### src/rtl/mem_array_arbiter.sv
// Two-requester round-robin arbiter in front of a DEPTH x DATA_W register
// array, with a clear sequencer that zeroes the array and a wrapping count
// of granted accesses.
module mem_array_arbiter #(
  parameter int DATA_W = 8,
  parameter int ADDR_W = 4,
  parameter int DEPTH  = 16
) (
  input  logic              clk,
  input  logic              rst_n,
  input  logic              a_req,
  input  logic              a_we,
  input  logic [ADDR_W-1:0] a_addr,
  input  logic [DATA_W-1:0] a_wdata,
  output logic              a_gnt,
  output logic              a_rvalid,
  output logic [DATA_W-1:0] a_rdata,
  input  logic              b_req,
  input  logic              b_we,
  input  logic [ADDR_W-1:0] b_addr,
  input  logic [DATA_W-1:0] b_wdata,
  output logic              b_gnt,
  output logic              b_rvalid,
  output logic [DATA_W-1:0] b_rdata,
  input  logic              clr_start,
  output logic              busy,
  output logic              clr_done,
  output logic [7:0]        acc_cnt
);

  localparam logic [0:0] IDLE  = 1'b0;
  localparam logic [0:0] CLEAR = 1'b1;

  logic [0:0]        state;
  logic [ADDR_W-1:0] clr_idx;
  logic              last_gnt_b;
  logic [DATA_W-1:0] mem [DEPTH];

  assign busy = (state == CLEAR);

  // Grant: only in IDLE with no clear request; a tie goes to the requester
  // that was not granted last.
  always_comb begin
    a_gnt = 1'b0;
    b_gnt = 1'b0;
    if (state == IDLE && !clr_start) begin
      if (a_req && (!b_req || last_gnt_b)) begin
        a_gnt = 1'b1;
      end else if (b_req) begin
        b_gnt = 1'b1;
      end
    end
  end

  // Array storage: clear sweep writes, otherwise the granted write.
  always_ff @(posedge clk) begin
    if (state == CLEAR) begin
      mem[clr_idx] <= '0;
    end else if (a_gnt && a_we) begin
      mem[a_addr] <= a_wdata;
    end else if (b_gnt && b_we) begin
      mem[b_addr] <= b_wdata;
    end
  end

  // Clear sequencer FSM and done pulse.
  always_ff @(posedge clk or negedge rst_n) begin
    if (!rst_n) begin
      state    <= IDLE;
      clr_idx  <= '0;
      clr_done <= 1'b0;
    end else begin
      clr_done <= 1'b0;
      case (state)
        IDLE: begin
          if (clr_start) begin
            state   <= CLEAR;
            clr_idx <= '0;
          end
        end
        CLEAR: begin
          clr_idx <= clr_idx + ADDR_W'(1);
          if (clr_idx == ADDR_W'(DEPTH - 1)) begin
            state    <= IDLE;
            clr_done <= 1'b1;
          end
        end
        default: state <= IDLE;
      endcase
    end
  end

  // Round-robin history and granted-access counter.
  always_ff @(posedge clk or negedge rst_n) begin
    if (!rst_n) begin
      last_gnt_b <= 1'b1;
      acc_cnt    <= '0;
    end else if (a_gnt || b_gnt) begin
      last_gnt_b <= b_gnt;
      acc_cnt    <= acc_cnt + 8'd1;
    end
  end

  // Read ports: one-cycle rvalid pulse, rdata held until the next read.
  always_ff @(posedge clk or negedge rst_n) begin
    if (!rst_n) begin
      a_rvalid <= 1'b0;
      b_rvalid <= 1'b0;
      a_rdata  <= '0;
      b_rdata  <= '0;
    end else begin
      a_rvalid <= a_gnt && !a_we;
      b_rvalid <= b_gnt && !b_we;
      if (a_gnt && !a_we) a_rdata <= mem[a_addr];
      if (b_gnt && !b_we) b_rdata <= mem[b_addr];
    end
  end

endmodule

### config.mk
export PLATFORM = sky130hd
export DESIGN_NAME = mem_array_arbiter
export DESIGN_NICKNAME = d
export VERILOG_FILES = /design/src/rtl/mem_array_arbiter.sv
export SDC_FILE = /design/constraint.sdc
export NUM_CORES = 1
export LEC_CHECK = 0
export BUFFER_PORTS_ARGS = -buffer_cell sky130_fd_sc_hd__clkbuf_2
export CORE_ASPECT_RATIO = 2
export CORE_MARGIN = 2
export CORE_UTILIZATION = 55
export CTS_CLUSTER_DIAMETER = 100
export DETAILED_ROUTE_END_ITERATION = 8
export GPL_TIMING_DRIVEN = 1
export HOLD_SLACK_MARGIN = 0.03
export PLACE_DENSITY = 0.74
export SLEW_MARGIN = 20
export SYNTH_ARGS = -nofsm -noshare
export SYNTH_HDL_FRONTEND = slang
export SYNTH_SLANG_ARGS = --single-unit
export TNS_END_PERCENT = 1
### constraint.sdc
create_clock -name clk -period 3.6 [get_ports clk]
set_clock_uncertainty 0.2 [all_clocks]
set_input_delay 0.72 -clock clk [delete_from_list [all_inputs] [get_ports clk]]
set_output_delay 0.72 -clock clk [all_outputs]
set_load 0.02 [all_outputs]
### Yosys cells after proc, flatten, opt, wreduce, memory -nomap -nowiden

Memories as Yosys holds them, arrays and structs flattened. A register that Yosys moved wholly into a read port is not among the register bits.
Index checks and enable logic that the tools add are counted.
W data, S select, Z words.

| storage, ports and cells | value |
|---|---|
| bits of input ports | 31 |
| register bits | 17 |
| output and inout bits | 30 |
| memories | 1 |
| word-level logic and storage cells | 56 |
| latch bits | 0 |
| bits in writable memories | 128 |
| bits in read-only memories | 0 |

| cells by class | value |
|---|---|
| eq/ne operators | 2 |
| muxes and demuxes | 27 |
| div/mod/pow operators | 0 |
| bitwise gates (word level) | 1 |
| order comparisons | 0 |
| $mul | 0 |
| shift-type cells | 0 |
| reductions and logical operators | 16 |
| add/subtract/negate cells | 2 |

Memory list:

| memory | words | bits a word | rd ports | clocked after memory_dff | write ports | line | RTL |
|---|---|---|---|---|---|---|---|
| mem | 16 | 8 | 2 | 2 | 1 | 37 | `logic [DATA_W-1:0] mem [DEPTH];` |

Operators by type and width:

| cell | number |
|---|---|
| $mux W1 | 20 |
| $mux W8 | 2 |
| $reduce_or A8 Y1 | 2 |
| $mux W4 | 3 |
| $add A8 B1 Y8 const B | 1 |
| $pmux W4 S2 | 1 |
| $logic_and A1 B1 Y1 | 6 |
| $logic_not A1 Y1 | 6 |
| $add A4 B1 Y4 const B | 1 |
| $eq A4 B4 Y1 const B | 1 |
| $logic_or A1 B1 Y1 | 2 |
| $ne A2 B2 Y1 const B | 1 |
| $pmux W1 S2 | 1 |
| $not A1 Y1 | 1 |

### Longest topological paths before layout

Gate-level depths: netlist of run 1.

| depth | value |
|---|---|
| word-level depth | 12 |
| mapped depth | 7 |
| mapped depth without buffers | 5 |

### Worst setup path before layout of run 1

No wires, ideal clock.

| timing path | value |
|---|---|
| path kind | input to register |
| start | in a_addr[0] |
| end | mem mem[13][0] (enable) |
| setup time | 0.398 ns |
| setup slack | 0.355 ns |
| arrival time | 2.647 ns |
| cell stages on the path | 5 |
| cells stage by stage | buf_2 buf_2 nand4_1 a31o_2 nor4b_1 |

| between the ends | value |
|---|---|
| cells in the longest elaborated chain, start to end | 2 |

Ends and longest elaborated chain:

| element | line | RTL |
|---|---|---|
| start: declaration | 13 | `input logic [ADDR_W-1:0] a_addr,` |
| $mux W4 (no source line) (2 in series) | - |  |
| end: declaration | 37 |  |

Every way passes these cells.

### Worst setup path in the final report of run 1

| timing path | value |
|---|---|
| start | reg state, in the netlist busy |
| end | mem mem[4][1] (enable) |

| between the ends | value |
|---|---|
| cells in the longest elaborated chain, start to end | 10 |

Ends and longest elaborated chain:

| element | line | RTL |
|---|---|---|
| start: declaration | 34 | `logic [0:0] state;` |
| start signal: assignment | 69 | `state <= IDLE;` |
| start signal: assignment | 77 | `state <= CLEAR;` |
| start signal: assignment | 84 | `state <= IDLE;` |
| $not A1 Y1 | - |  |
| $logic_and A1 B1 Y1 | 46 | `if (state == IDLE && !clr_start) begin` |
| $mux W1 | 46 |  |
| $logic_and A1 B1 Y1 (on tied branches) | 59, 61 |  |
| $mux W1 (on tied branches) | 59, 61 |  |
| $mux W1 (on tied branches) | 57, 59 |  |
| $mux W1 (on tied branches) | 60, 57 |  |
| $reduce_or A8 Y1 (no source line) / $mux W1 (equally long branches) | - |  |
| $mux W4 (no source line), or another cell as far along | - |  |
| $mux W4 (no source line) / $mux W1 (equally long branches) | - |  |

Parallel ways exist; a longest one is shown, timed or not.

==> results of run 1 <==
-- registers in the layout, summed over array words and instances, names as in the netlist --
signal / count
a_rvalid: 1
b_rvalid: 1
last_gnt_b: 1
clr_idx: 4
clr_done: 1
mem: 128
acc_cnt: 8
b_rdata: 8
busy: 1
a_rdata: 8
-- critical path, cell delays in order (launching register included) --
cell     delay, ps
dfrtp_1        530
nor3b_2        450
a31oi_1        210
o31ai_2        730
and4b_1        590
-- layout by cell type, fill, tap and decap left out, types with 11 or more instances in the layout --
cell type  Yosys  final
nor2_1        28     28
mux4_2        62     62
clkbuf_16      0     17
nand3_1       11     11
buf_4          5     36
mux2i_1       14     14
clkbuf_2       0     60
dfrtp_1       32     32
edfxtp_1     128    128
nand2_1       26     26
-- cells by family (layout without fill, tap and decap cells) --
group / count (synthesis) / after routing / share of synthesized area
AND/OR/NAND/NOR: 120 / 120 / 0.08845
buffers and inverters: 38 / 136 / 0.02441
flip-flops: 161 / 161 / 0.6115
XOR/XNOR: 8 / 8 / 0.009173
multiplexers: 78 / 78 / 0.2041
AO/OA/AOI/OAI: 57 / 57 / 0.05913
other: 0 / 1 / 0
adder cells (fa/ha/maj): 2 / 2 / 0.003275
-- path summary, 6_finish.rpt --
check / startpoint / endpoint / slack (ps) / depth (start not counted)
setup / recovery: busy / mem[4][1] / 540 / 4
hold / removal: rst_n / acc_cnt[5] / 190 / 1
setup reg to reg: busy / mem[4][1] / 540 / 4
hold reg to reg: acc_cnt[7] / acc_cnt[7] / 280 / 1
max in group asynchronous: rst_n / b_rdata[4] / 2470 / 1
min in group clk: acc_cnt[7] / acc_cnt[7] / 280 / 1
-- power by group through the flow --
stage / combinational (mW) / clock [mW] / sequential, mW
after detailed placement: 1.52 / 0 / 2.72
after global placement: 1.51 / 0 / 2.70
after global routing: 1.67 / 1.88 / 2.74
final: 1.54 / 1.80 / 2.70
after CTS: 1.54 / 1.81 / 2.70
after floorplan: 0.883 / 0 / 2.77
-- final cells by class --
type | count | area share
Inverter | 7 | 0.002949
Antenna cell | 1 | 0.0002808
Multi-Input combinational cell | 265 | 0.3177
Clock inverter | 15 | 0.01881
Timing Repair Buffer | 97 | 0.06627
Tap cell | 157 | 0.02204
Sequential cell | 161 | 0.5242
Clock buffer | 17 | 0.04774
-- cell usage after synthesis, types with 3 or more instances --
cell,number
nor4_1,12
buf_2,14
a221o_1,6
mux2i_1,14
a21oi_1,3
nor2b_1,6
edfxtp_1,128
a22o_1,8
nand2_1,26
buf_4,5
clkbuf_1,9
and4_1,3
nor2_1,28
o31ai_1,4
o21ai_0,4
inv_1,6
nand4_1,5
nand3_1,11
a31oi_1,6
mux4_2,62
dfrtp_1,32
a221oi_1,8
xnor2_1,6
o22ai_1,9
nor3_1,9
-- per-layer routing --
metal	global-route usage	part of all wire
met1	0.3539	0.36
met2	0.4473	0.51
met3	0.04776	0.071
met4	0.1645	0.054
met5	0	0
==> impl_metrics.yaml, run 1 <==
routing:
  via_per_inst: 6.732
  drt_iter0_markers: 461
  ant_nets: 0
  wl_per_cell_um: 27.00
  vias: 4847
  dr.pass1.iters: 6
  drc: 0
  totalWireLength_um: 19440
sta:
  max_freq_ghz: 0.3273
  maxSlewViolCount: 0
  worst_pin_slew_ps: 902.2
  slew_headroom: 0.3934
  finalCriticalPeriod_ps: 3055
  setup_violations: 0
  final.period_utilization: 0.8486
  hold_violations: 0
  hold_ws_ps: 188.0
  tns_ps: 0
  setup_ws_ps: 545.0
  rsz0062_at_grt: "false"
run:
  cap_violations: 0
power:
  total_power_mw: 6.045
  internal-power_mw: 4.089
  power_density_nw_per_um2: 678.4
  power.share.clock: 0.298
  irDropWorstVdd_v: 0.0006049
  comb_power_share: 0.255
  p_leak_nw: 3.259
  switching_power_mw: 1.956
  p_sw_frac: 0.3236
  power.share.sequential: 0.447
worst_setup_path:
  startpoint_type: "register"
  path_class: "reg -> reg"
  endpoint_kind: "register"
  worstPathArrival_ps: 2940
  cp_max_fo: 14
  crit_required_ps: 3480
clock_network:
  hold_buffers: 0
  numCtsBuffers: 17
  insertion_delay_ps: 430
  clock_path_buffers: 2
  cts_sinks: 161
  cts_htree_levels: 4
  cts_resized: 0
  cts_tree: "built"
  ctsRootBufferMaster: "clkbuf_16"
  post_cts_buffers: 0
  clk_pin_slew_worst_paths_ps: 70
die:
  core_um2: 13740
  fp.dieH_um: 170.7
  row_count: 61
  dieWidth_um: 87.33
  initial_core_util: 0.5560
  num_io_pins: 61
  design.die.area_um2: 14900
synthesis:
  synth.avg_cell_area_um2: 16.46
  yosys.area.top_type: "edfxtp_1"
  synthCells: 464
  synth_cell_type_count: 54
  synthesis.area_um2: 7639
  synth.top_cell.area_share: 0.5032
  ys_ff_latch: 161
  netlist_top_cells_area: "edfxtp_1 (50%), mux4_2 (18%), dfrtp_1 (10%)"
  synth_ff_type: "edfxtp_1"
  synthesis.nets: 497
  seq_area_frac_synth: 0.6115
  ys_warn_count: 0
  synth_edf_count: 128
  async_flop_share: 0.2050
cells_and_area:
  stdcell_count: 720
  multi_input_area_um2: 2831
  finalNetCount: 582
  fin_area_um2: 8911
  utilization: 0.6486
  area_growth_pct: 16.66
  regArea_um2: 4671
  n_fill_cell: 944
  layout-drive-gt1-share: 0.3897
grt:
  grt_pass1_wl_um: 29400
  grt_util_all_layers: 0.2792
  grt_start_max_net_pins: 37
  antenna_found_initial: 1
  gr-total-overflow: 0
  grt_pass1_vias: 4974
hold_path:
  hold_class: "in -> async"
placement:
  pre_cts_ws_ps: 388.3
  place_area_um2: 8315
  port_buffers: 60
  place_inst: 687
  place.gp.congestion: 0.8361
  dp_hpwl_um: 12960
run_status:
  outcome: "finished clean"
Note: power is estimated with default switching activity, not from simulation.
==> run 2, diff against run 1 <==
--- a/config.mk
+++ b/config.mk
@@ -8,12 +8,12 @@
 export BUFFER_PORTS_ARGS = -buffer_cell sky130_fd_sc_hd__clkbuf_2
 export CORE_ASPECT_RATIO = 2
 export CORE_MARGIN = 2
-export CORE_UTILIZATION = 55
+export CORE_UTILIZATION = 54
 export CTS_CLUSTER_DIAMETER = 100
 export DETAILED_ROUTE_END_ITERATION = 8
 export GPL_TIMING_DRIVEN = 1
 export HOLD_SLACK_MARGIN = 0.03
-export PLACE_DENSITY = 0.74
+export PLACE_DENSITY = 0.76
 export SLEW_MARGIN = 20
 export SYNTH_ARGS = -nofsm -noshare
 export SYNTH_HDL_FRONTEND = slang
==> constraint.sdc (replaced) <==
create_clock -name clk -period 2.45 [get_ports clk]
set_clock_uncertainty 0.2 [all_clocks]
set_input_delay 0.49 -clock clk [delete_from_list [all_inputs] [get_ports clk]]
set_output_delay 0.49 -clock clk [all_outputs]
set_load 0.02 [all_outputs]
==> run 2 against run 1 <==
  * The flow now finishes with violations (setup timing)
  * Non-clock buffer count up 68
  * Count of clock-buffer cells in the layout stayed put
  * Sequential power increased by 46%
  * Cell area up 11%
  * Utilization up 6.4 points
  * Final cell count increased by 14%
  * Global-route usage grew 1.8 points
  * Fmax grew 21%
  * Critical endpoint is now mem[13][5]
  * Highest routed layer unchanged
==> impl_metrics.yaml, run 2 (same netlist as run 1, synthesis figures left out) <==
cells_and_area:
  finalNetCount: 650
  antennaDiodeCount: 0
  area_growth_pct: 29.63
  layout-drive-gt1-share: 0.4785
  largest_register_ff_count: 128
  layout_common_cells: "edfxtp_1 (128), buf_4 (77), mux4_2 (62)"
  final_common_cell: "edfxtp_1"
  largest-register: "mem"
clock_network:
  clock_path_buffers: 2
  numCtsBuffers: 17
  cts_tree: "built"
  clk_pin_slew_worst_paths_ps: 60
  cts_sinks: 161
  ctsRootBufferMaster: "clkbuf_16"
  insertion_delay_ps: 430
  cts_htree_levels: 4
die:
  initial_core_util: 0.5499
  design.die.area_um2: 15170
  fp.dieH_um: 172.2
  core_um2: 13890
  dieWidth_um: 88.10
  num_io_pins: 61
  row_count: 61
sta:
  rsz0062_at_grt: "true"
  setup_ws_ps: -72.49
  finalCriticalPeriod_ps: 2522
  hold_violations: 0
  maxSlewViolCount: 0
  max_freq_ghz: 0.3964
  slew_headroom: 0.4590
  worst_pin_slew_ps: 811.6
  hold_ws_ps: 287.2
  final.period_utilization: 1.030
  setup_violations: 84
placement:
  port_buffers: 60
  pre_cts_ws_ps: -345.5
  place.gp.congestion: 0.9910
  dp_hpwl_um: 16000
grt:
  gr-total-overflow: 0
  antenna_found_initial: 0
  grt_start_max_net_pins: 34
  grt_pass1_wl_um: 31660
  grt_util_all_layers: 0.2977
  grt_pass1_vias: 5541
worst_setup_path:
  endpoint_kind: "register"
  crit_required_ps: 2390
  cp_max_fo: 5
  worstPathArrival_ps: 2460
  startpoint_type: "register"
  path_class: "reg -> reg"
run_status:
  outcome: "finished, violations left"
  violations: "setup timing"
power:
  p_leak_nw: 3.680
  power.share.clock: 0.247
  comb_power_share: 0.340
  power.share.sequential: 0.413
  p_sw_frac: 0.3297
  power_density_nw_per_um2: 964.7
  irDropWorstVdd_v: 0.0008256
  switching_power_mw: 3.150
  internal-power_mw: 6.403
routing:
  totalWireLength_um: 21140
  drt_iter0_markers: 368
  wl_per_cell_um: 25.84
  ant_nets: 0
  dr.pass1.iters: 5
  drc: 0
  via_per_inst: 6.402
  vias: 5237
run:
  cap_violations: 0
hold_path:
  hold_class: "reg -> reg"
run 2: cell types whose count changed in the layout (fill, tap and decap cells not counted), moves of 5 or more:
| cell | delta |
|---|---|
| buf_4 | +41 |
| inv_6 | -5 |
| buf_12 | +11 |
| nor4_4 | +11 |
| nor4_2 | -7 |
| buf_6 | +16 |
run 2: stage by stage:
stage	total power, mW	std cells	TNS (ps)	util	cell area, um^2
5_1_grt	9.932	818	-10490	0.7128	9902
6_report	9.553	818	-3015	0.7128	9902
2_1_floorplan	5.802	464	-10130	-	7953
3_5_place_dp	7.074	782	-36780	0.6627	9205
4_1_cts	9.549	816	-3802	0.7095	9856
3_3_place_gp	6.914	782	-34140	0.6627	9205
run 2: area by class of cell:
cell class	count	area (um^2)
sequential	161	4672
fill	896	3989
multi-input combinational	265	3129
timing repair buffer	165	1304
clock buffer	17	425.4
tap	189	236.5
clock inverter	14	108.9
inverter	7	26.28
run 2: final timing paths:
kind                            startpoint          to  slack, ps  cells after the start
worst max-delay path                  busy  mem[13][5]        -70                      7
worst min-delay path            acc_cnt[7]  acc_cnt[7]        290                      1
worst max register to register        busy  mem[13][5]        -70                      7
worst min register to register  acc_cnt[7]  acc_cnt[7]        290                      1
max in group asynchronous            rst_n        busy       1010                      2
min in group asynchronous            rst_n  acc_cnt[0]        490                      2
run 2: timing repair:
item                                    CTS  global route
gates resized for setup                  17            10
endpoints found under the setup margin  129           121
pin swaps                                14            12
setup buffers                             2             2
hold buffers                              1             0
endpoints found under the hold margin    32             0
run 2: critical path, stage by stage (launching register included):
cell and delay [ps]:
dfrtp_2 440, or3b_4 420, nor2_4 140, buf_6 150
o31ai_4 120, buf_12 180, nor4b_4 360, buf_4 220
run 2: layer usage:
metal / global-route usage / vias up / part of all wire
met5: 0 / - / 0
met4: 0.2213 / 0 / 0.086
met3: 0.05823 / 80 / 0.060
met2: 0.5056 / 274 / 0.53
met1: 0.3206 / 2663 / 0.32
li1: - / 2220 / -
run 2: power groups by stage:
stage / Sequential [mW] / Clock, mW / Combinational (mW)
3_5_place_dp: 4.00 / 0 / 3.08
4_1_cts: 3.95 / 2.41 / 3.19
2_1_floorplan: 4.07 / 0 / 1.73
6_report: 3.95 / 2.36 / 3.25
5_1_grt: 4.01 / 2.50 / 3.42
3_3_place_gp: 3.93 / 0 / 2.98
